File: src/rtl/pipe_trace_pkg.sv
// Shared definitions for the pipeline trace buffer: state encoding, record layout, default widths.
// Optional build macro used by pipe_trace_buffer: PIPE_TRACE_WB_FILTER_EN.
package pipe_trace_pkg;

    localparam int W    = 16;
    localparam int PC_W = 32;

    typedef enum logic [1:0] {
        TR_IDLE   = 2'd0,
        TR_ARMED  = 2'd1,
        TR_POST   = 2'd2,
        TR_FROZEN = 2'd3
    } trace_state_e;

    typedef struct packed {
        logic [PC_W-1:0] pc;
        logic [W-1:0]    instr;
        logic [W-1:0]    wd;
        logic [2:0]      flags;
    } trace_rec_t;

endpackage

File: src/rtl/pipe_trace_buffer_trace_ram.sv
// Trace storage: DEPTH records, one synchronous write port, one asynchronous read port.
module trace_ram #(
    parameter int  DEPTH = 16,
    parameter type rec_t = pipe_trace_pkg::trace_rec_t,
    localparam int AW    = $clog2(DEPTH)
) (
    input  logic          clk,
    input  logic          we,
    input  logic [AW-1:0] wr_addr,
    input  rec_t          wr_data,
    input  logic [AW-1:0] rd_addr,
    output rec_t          rd_data
);

    rec_t mem [DEPTH];

    // NOTE: storage has no reset; the pointers and count alone decide which entries are meaningful.
    always_ff @(posedge clk) begin
        if (we) begin
            mem[wr_addr] <= wr_data;
        end
    end

    assign rd_data = mem[rd_addr];

endmodule

File: src/rtl/pipe_trace_buffer.sv
// Debug trace buffer for the five-stage core: arm, trigger on PC match or external strobe,
// capture POST_TRIG further records, freeze, then drain oldest-first over valid/ready.
// Build macro PIPE_TRACE_WB_FILTER_EN restricts capture to records that write a register.
module pipe_trace_buffer #(
    parameter int W         = pipe_trace_pkg::W,
    parameter int PC_W      = pipe_trace_pkg::PC_W,
    parameter int DEPTH     = 16,
    parameter int POST_TRIG = 8
) (
    input  logic                       clk,
    input  logic                       rst,
    input  logic                       arm,
    input  logic                       cap_valid,
    input  logic                       cap_wb_en,
    input  logic [PC_W-1:0]            cap_pc,
    input  logic [W-1:0]               cap_instr,
    input  logic [W-1:0]               cap_wd,
    input  logic [2:0]                 cap_flags,
    input  logic [PC_W-1:0]            trig_pc,
    input  logic                       trig_ext,
    input  logic                       rd_ready,
    output logic                       rd_valid,
    output logic [PC_W-1:0]            rd_pc,
    output logic [W-1:0]               rd_instr,
    output logic [W-1:0]               rd_wd,
    output logic [2:0]                 rd_flags,
    output logic [$clog2(DEPTH+1)-1:0] count,
    output logic [1:0]                 state,
    output logic                       overflow
);

    import pipe_trace_pkg::trace_state_e;
    import pipe_trace_pkg::TR_IDLE;
    import pipe_trace_pkg::TR_ARMED;
    import pipe_trace_pkg::TR_POST;
    import pipe_trace_pkg::TR_FROZEN;

    localparam int AW = $clog2(DEPTH);
    localparam int CW = $clog2(DEPTH+1);
    localparam logic [CW-1:0] FULL      = CW'(DEPTH);
    localparam logic [AW-1:0] POST_LAST = AW'(POST_TRIG);

    typedef struct packed {
        logic [PC_W-1:0] pc;
        logic [W-1:0]    instr;
        logic [W-1:0]    wd;
        logic [2:0]      flags;
    } rec_t;

    trace_state_e  state_q;
    logic [AW-1:0] wr_ptr;
    logic [AW-1:0] rd_ptr;
    logic [AW-1:0] post_cnt;
    logic [AW-1:0] post_next;
    logic          cap_ok;
    logic          accept;
    logic          hit;
    logic          pop;
    rec_t          wr_rec;
    rec_t          rd_rec;

`ifdef PIPE_TRACE_WB_FILTER_EN
    assign cap_ok = cap_valid && cap_wb_en;
`else
    logic unused_wb_en;
    assign unused_wb_en = cap_wb_en;
    assign cap_ok       = cap_valid;
`endif

    assign accept    = cap_ok && ((state_q == TR_ARMED) || (state_q == TR_POST));
    assign hit       = (cap_pc == trig_pc) || trig_ext;
    assign post_next = post_cnt + AW'(1);
    assign rd_valid  = (state_q == TR_FROZEN) && (count != '0);
    assign pop       = rd_valid && rd_ready;

    assign wr_rec = '{pc: cap_pc, instr: cap_instr, wd: cap_wd, flags: cap_flags};

    // arm wins over a same-cycle capture, so the write port is gated by it too.
    trace_ram #(
        .DEPTH (DEPTH),
        .rec_t (rec_t)
    ) u_ram (
        .clk     (clk),
        .we      (accept && !arm),
        .wr_addr (wr_ptr),
        .wr_data (wr_rec),
        .rd_addr (rd_ptr),
        .rd_data (rd_rec)
    );

    always_ff @(posedge clk or negedge rst) begin
        if (!rst) begin
            state_q  <= TR_IDLE;
            wr_ptr   <= '0;
            rd_ptr   <= '0;
            post_cnt <= '0;
            count    <= '0;
            overflow <= 1'b0;
        end else if (arm) begin
            state_q  <= TR_ARMED;
            wr_ptr   <= '0;
            rd_ptr   <= '0;
            post_cnt <= '0;
            count    <= '0;
            overflow <= 1'b0;
        end else begin
            // NOTE: non-blocking assignments throughout, so every branch sees the pre-edge values.
            if (accept) begin
                wr_ptr <= wr_ptr + AW'(1);
                if (count == FULL) begin
                    rd_ptr   <= rd_ptr + AW'(1);
                    overflow <= 1'b1;
                end else begin
                    count <= count + CW'(1);
                end
            end
            case (state_q)
                TR_ARMED: begin
                    if (accept && hit) begin
                        post_cnt <= '0;
                        state_q  <= (POST_TRIG == 0) ? TR_FROZEN : TR_POST;
                    end
                end
                TR_POST: begin
                    if (accept) begin
                        post_cnt <= post_next;
                        if (post_next == POST_LAST) begin
                            state_q <= TR_FROZEN;
                        end
                    end
                end
                TR_FROZEN: begin
                    if (pop) begin
                        rd_ptr <= rd_ptr + AW'(1);
                        count  <= count - CW'(1);
                    end
                end
                default: ;
            endcase
        end
    end

    assign state    = state_q;
    assign rd_pc    = rd_valid ? rd_rec.pc    : '0;
    assign rd_instr = rd_valid ? rd_rec.instr : '0;
    assign rd_wd    = rd_valid ? rd_rec.wd    : '0;
    assign rd_flags = rd_valid ? rd_rec.flags : '0;

endmodule

File: config.mk
export PLATFORM = sky130hd
export DESIGN_NAME = pipe_trace_buffer
export DESIGN_NICKNAME = d
export VERILOG_FILES = /design/src/rtl/pipe_trace_pkg.sv /design/src/rtl/pipe_trace_buffer_trace_ram.sv /design/src/rtl/pipe_trace_buffer.sv
export SDC_FILE = /design/constraint.sdc
export NUM_CORES = 1
export LEC_CHECK = 0
export CAP_MARGIN = 30
export CELL_PAD_IN_SITES_DETAIL_PLACEMENT = 1
export CELL_PAD_IN_SITES_GLOBAL_PLACEMENT = 2
export CORE_MARGIN = 10
export CORE_UTILIZATION = 45
export CTS_BUF_LIST = sky130_fd_sc_hd__clkbuf_16
export DETAILED_ROUTE_END_ITERATION = 6
export GPL_TIMING_DRIVEN = 0
export PLACE_DENSITY_LB_ADDON = 0.1
export SYNTH_ARGS = -nofsm -noshare
export SYNTH_HDL_FRONTEND = slang
export SYNTH_SLANG_ARGS = --single-unit
File: constraint.sdc
create_clock -name clk -period 19.2 [get_ports clk]
set_input_delay 1.92 -clock clk [delete_from_list [all_inputs] [get_ports clk]]
set_output_delay 1.92 -clock clk [all_outputs]
set_load 0.05 [all_outputs]
Yosys cells after proc, flatten, opt, wreduce, memory -nomap -nowiden. Memories as Yosys holds them, arrays and structs flattened. Index checks and enable logic that the tools add are counted. W data, S select, Z words.

Add/subtract/negate cells: 5. Reductions and logical operators: 15. Eq/ne operators: 9. Muxes and demuxes: 30.

Operators by type and width (number): $mux W4 (10); $eq A32 B32 Y1 (1); $mux W16 (2); $mux W32 (1); $mux W5 (5); $add A4 B1 Y4 const B (3); $mux W2 (4); $pmux W4 S2 (1); $ne A3 B2 Y1 const B (2); $add A5 B1 Y5 const B (1); $eq A5 B5 Y1 const B (1); $logic_and A1 B1 Y1 (5); $mux W1 (5); $reduce_bool A5 Y1 (1); $sub A5 B1 Y5 const B (1); $eq A2 B2 Y1 const B (2); $eq A4 B4 Y1 const B (1); $pmux W2 S2 (1); $reduce_and A4 Y1 (1); $reduce_bool A2 Y1 (2); $mux W3 (1); $ne A3 B3 Y1 const B (1); $reduce_and A3 Y1 (1); $reduce_bool A3 Y1 (1); other kinds (4) (5).

Bits in registers: 20. Word-level logic and storage cells: 66. Memory bits (writable): 1072. Output and inout port bits: 76. Memories: 1.

Memory list: u_ram.mem (words 16, bits a word 67, read ports 1, clocked after memory_dff 0, wr ports 1, line pipe_trace_buffer_trace_ram.sv:15) `rec_t mem [DEPTH];`.

Depth between registers and ports, before layout.
Depth in word-level cells: 7. Mapped depth: 9. Gate-level depth less buffers: 8.

Cells and area by module. A second synthesis with hierarchy kept.

Cells, all modules: 1910. Area, all modules: 42090.4 um^2.

Modules (own cells, without submodules): trace_ram (times used 1, area each 40063.4 um^2, cells each 1657); pipe_trace_buffer (times used 1, area each 2026.9 um^2, cells each 253).

Worst setup path after synthesis. OpenSTA, ideal clock, no wires.

Path type: input port to flip-flop. From: in cap_valid. To: mem u_ram.mem[0][0] (netlist bit) (enable). Buffers on the path: 0. Arrival: 6.913 ns. Library setup time: 0.575 ns. Data required time: 18.625 ns. Cell stages on the path: 4. Setup slack: 11.712 ns. Path through: nand2b_1 nor2_1 nand2_1 nor3_1.

Word-level cells in the longest chain between the ends: 4.

Ends and longest elaborated chain: from (decl) (line pipe_trace_buffer.sv:13) `input logic cap_valid,`; $logic_and A1 B1 Y1 (line pipe_trace_buffer.sv:70) `assign accept = cap_ok && ((state_q == TR_ARMED) || (state_q == TR_POST));`; $logic_and A1 B1 Y1 (line pipe_trace_buffer.sv:84) `.we (accept && !arm),`; $mux W1 (line pipe_trace_buffer_trace_ram.sv:19) `if (we) begin`; $mux W1 (implied by the code) (line pipe_trace_buffer_trace_ram.sv:20) `mem[wr_addr] <= wr_data;`; to (decl) (line pipe_trace_buffer_trace_ram.sv:15).

No other way between the ends.

Worst setup path in the final report.
From: reg count[0]. To: out rd_instr[5].

Word-level cells in the longest chain between the ends: 3.

Ends and longest elaborated chain: from (decl) (line pipe_trace_buffer.sv:27) `output logic [$clog2(DEPTH+1)-1:0] count,`; from (signal assigned) (line pipe_trace_buffer.sv:114) `count <= count + CW'(1);`; from (signal assigned) (line pipe_trace_buffer.sv:135) `count <= count - CW'(1);`; $reduce_bool A5 Y1 (line pipe_trace_buffer.sv:73) `assign rd_valid = (state_q == TR_FROZEN) && (count != '0);`; $logic_and A1 B1 Y1 (line pipe_trace_buffer.sv:73); $mux W16 (line pipe_trace_buffer.sv:145) `assign rd_instr = rd_valid ? rd_rec.instr : '0;`; to (decl) (line pipe_trace_buffer.sv:24) `output logic [W-1:0] rd_instr,`.

No other way between the ends.

==> impl_metrics.yaml <==
run_status:
  status: "complete, no violations"
power_and_ir_drop:
  ir_worst_vdd_v: 0.0000744
  intPower_mw: 4.17
  switchingPower_mw: 1.18
  p_comb_frac: 0.086
  p_per_area_nw_per_um2: 105
  power_leakage_nw: 15.7
  clkPwrFrac: 0.413
  seqPwrFrac: 0.501
  p_sw_frac: 0.220
die:
  rows: 112
  die_area_um2: 107000
  core_area_um2: 93200
  initial_utilization: 0.453
  fp.dieW_um: 326
  ioPinCount: 182
  die_h_um: 326
critical_path:
  reg2reg_depth: 10
  r2r_start: "state[0]"
  worstPathArrival_ns: 4.87
  critPathMaxFanout: 10
  rr_endpoint: "u_ram.mem[2][11]"
  crit_path_start_kind: "register"
  critPathCaptureType: "primary output"
  rrSetupSlack_ns: 15.72
  required_ns: 17.28
  crit_type: "register to primary output"
timing:
  tns_ns: 0
  fin_skew_ns: 0.0191
  rsz0062_at_grt: "false"
  fin_crit_ns: 6.79
  setup_viol_count_final: 0
  worst_pin_slew_ns: 0.992
  period_share: 0.353
  slew_violations: 0
  final-hold-violation-count: 0
  clock.fmax_ghz: 0.147
  fin_ws_ns: 12.41
  slew_headroom: 0.339
detailed_routing:
  ant_nets: 0
  avgViaCountPerCell: 5.70
  vias: 19900
  drt_iter0_drc: 1934
  routed_wire_length_per_instance_um: 31.3
  wl_um: 109000
  drc_errors: 0
  firstDrtPassIters: 5
yosys:
  synth_fa_ha_area_frac: 0.00326
  async_flop_share: 0.0183
  synth_top_family_by_area: "multiplexers"
  syn_inst: 1760
  synth_area_um2: 42300
  synth_compound_area_frac: 0.00450
  yosysWarnings: 0
  synthSimpleGateAreaFrac: 0.0196
  synth.avg_cell_area_um2: 24.0
  yosysSeqAreaShare: 0.774
  dominantRegCellSynth: "edfxtp_1"
  synth_edf_count: 1072
  syn_nets: 1877
  synthMuxAreaShare: 0.179
  synth_seq_cells: 1092
  synth_xor_area_frac: 0.00850
  yosysUniqueCellTypes: 39
hold_path:
  min-delay-start: "overflow"
  hold_path.class: "register to register"
  whs_endpoint: "overflow"
  hold_depth: 2
clocking:
  clock_latency_ns: 0.68
  cts_tree: "built"
  clkTransAtPathRegs_ns: 0.06
  htreeDepth: 3
  cts_made_buffers: 112
  cts_resized: 0
  clockBufferDepth: 3
  clock_sink_count: 1092
  post_cts_buffers: 0
  clockRootBuffer: "clkbuf_16"
  cts_hold_buf: 0
placed_design:
  place.gp.congestion: 0.722
  dp_hpwl_um: 72300
  pre_cts_ws_ns: 12.93
  dp.cells: 3281
  io_buffers: 180
grt:
  grt_max_degree: 22
  antenna_found_initial: 7
  grt_pass1_vias: 21800
  grt_pass1_wl_um: 157000
  grt_usage: 0.204
  grt_overflow_total: 0
finish:
  nets: 2258
  fin_util: 0.547
  drive_above_1_share: 0.290
  stdcell_count: 3491
  area_growth_pct: 20.5
flow_run:
  max_cap_violations: 0
[per-layer routing]
layer	track usage	up-vias	wire [µm]
met4	0.0489	4	2000
met1	0.275	10900	46200
met2	0.343	563	55300
li1	-	8286	-
met3	0.0385	120	5830
met5	0	-	14
[cell families (layout without fill, tap and decap cells)]
kind of cell	after synthesis	after routing
AND/OR/NAND/NOR	150	150
adder cells (fa/ha/maj)	11	11
buffers and inverters	98	572
XOR/XNOR	41	41
multiplexers	336	336
flip-flops	1092	1092
AO/OA/AOI/OAI	32	32
other	0	3
[sequential cells by signal, indices dropped and copies added (netlist names)]
signal and count:
count 5, overflow 1, post_cnt 4, rd_ptr 4, state 2, wr_ptr 4, u_ram.mem 1072
[metrics by stage]
stage          power, mW  instance area [µm²]  hold slack (ns)
2_1_floorplan       2.99                42300            0.541
3_3_place_gp        3.18                45600            0.495
3_5_place_dp        3.19                47200            0.512
4_1_cts             5.40                50900            0.531
5_1_grt             5.53                50900            0.569
6_report            5.35                50900            0.514
[worst max-delay path, cell delays in order, from the launching register on]
cell and delay (ns):
dfrtp_1 0.45, inv_1 0.14, ha_1 0.24, or4b_1 0.48, nand2_1 0.53, clkbuf_1 0.74
clkbuf_1 0.62, nor2b_1 0.23, clkdlybuf4s50_1 0.76
[worst max-delay path by stage]
stage	start	end	slack, ns	cells after the start
after floorplan	cap_valid	u_ram.mem[0][0]	11.71	4
after global placement	cap_valid	u_ram.mem[1][9]	4.57	5
after detailed placement	count[0]	rd_instr[5]	12.93	8
after CTS	count[0]	rd_instr[5]	12.20	8
after global routing	count[0]	rd_instr[5]	12.14	8
final	count[0]	rd_instr[5]	12.41	8
[power groups by stage]
stage | clock network [mW] | registers [mW] | logic, mW
after floorplan | 0 | 2.74 | 0.253
after global placement | 0 | 2.74 | 0.436
after detailed placement | 0 | 2.73 | 0.465
after CTS | 2.25 | 2.68 | 0.467
after global routing | 2.36 | 2.68 | 0.489
final | 2.21 | 2.68 | 0.458
[layout by cell type, fill, tap and decap left out, types with 3 or more instances in the layout]
cell type | netlist | layout
edfxtp_1 | 1072 | 1072
mux4_2 | 335 | 335
clkdlybuf4s50_1 | 0 | 180
clkbuf_16 | 0 | 116
nor2b_1 | 69 | 69
clkbuf_1 | 47 | 47
buf_6 | 4 | 36
xor2_1 | 36 | 36
buf_12 | 0 | 31
clkinv_2 | 0 | 28
clkinv_1 | 0 | 26
buf_4 | 18 | 23
buf_2 | 21 | 22
inv_1 | 6 | 21
dfrtp_1 | 20 | 20
nor2_1 | 31 | 19
bufinv_16 | 0 | 17
nand2_1 | 14 | 14
nor2_4 | 0 | 12
ha_1 | 11 | 11
buf_16 | 0 | 11
a21oi_1 | 8 | 8
nor4_1 | 8 | 8
buf_8 | 0 | 7
nand4_1 | 6 | 6
o21ai_1 | 6 | 6
xnor2_1 | 5 | 5
o21ai_0 | 5 | 5
a211oi_1 | 5 | 5
nand3_1 | 5 | 5
nor3_2 | 0 | 4
diode_2 | 0 | 3
nand2b_1 | 3 | 3
a31oi_1 | 3 | 3
[synthesized netlist by cell type (4+ instances only)]
| cell | n | area, µm² |
|---|---|---|
| clkbuf_1 | 47 | 176 |
| a21oi_1 | 8 | 40.0 |
| mux4_2 | 335 | 7540 |
| o21ai_0 | 5 | 25.0 |
| dfrtp_1 | 20 | 500 |
| inv_1 | 6 | 22.5 |
| nor3_1 | 5 | 25.0 |
| ha_1 | 11 | 138 |
| nor2b_1 | 69 | 432 |
| nand2_1 | 14 | 52.6 |
| xor2_1 | 36 | 315 |
| buf_6 | 4 | 45.0 |
| o21ai_1 | 6 | 30.0 |
| nand3_1 | 5 | 25.0 |
| nor2_1 | 31 | 116 |
| nor4_1 | 8 | 50.1 |
| xnor2_1 | 5 | 43.8 |
| a211oi_1 | 5 | 37.5 |
| buf_2 | 21 | 105 |
| edfxtp_1 | 1072 | 32200 |
| nand4_1 | 6 | 37.5 |
| buf_4 | 18 | 135 |
[final cells by class]
| cell class | instances | area, µm² |
|---|---|---|
| multi-input combinational | 570 | 9180 |
| inverter | 7 | 26.3 |
| clock buffer | 116 | 2900 |
| clock inverter | 91 | 853 |
| buffer | 91 | 465 |
| timing repair buffer | 267 | 3230 |
| fill | 7869 | 42300 |
| antenna | 3 | 7.51 |
| sequential | 1092 | 32700 |
| tap | 1254 | 1570 |
Note: power is estimated with default switching activity, not from simulation.
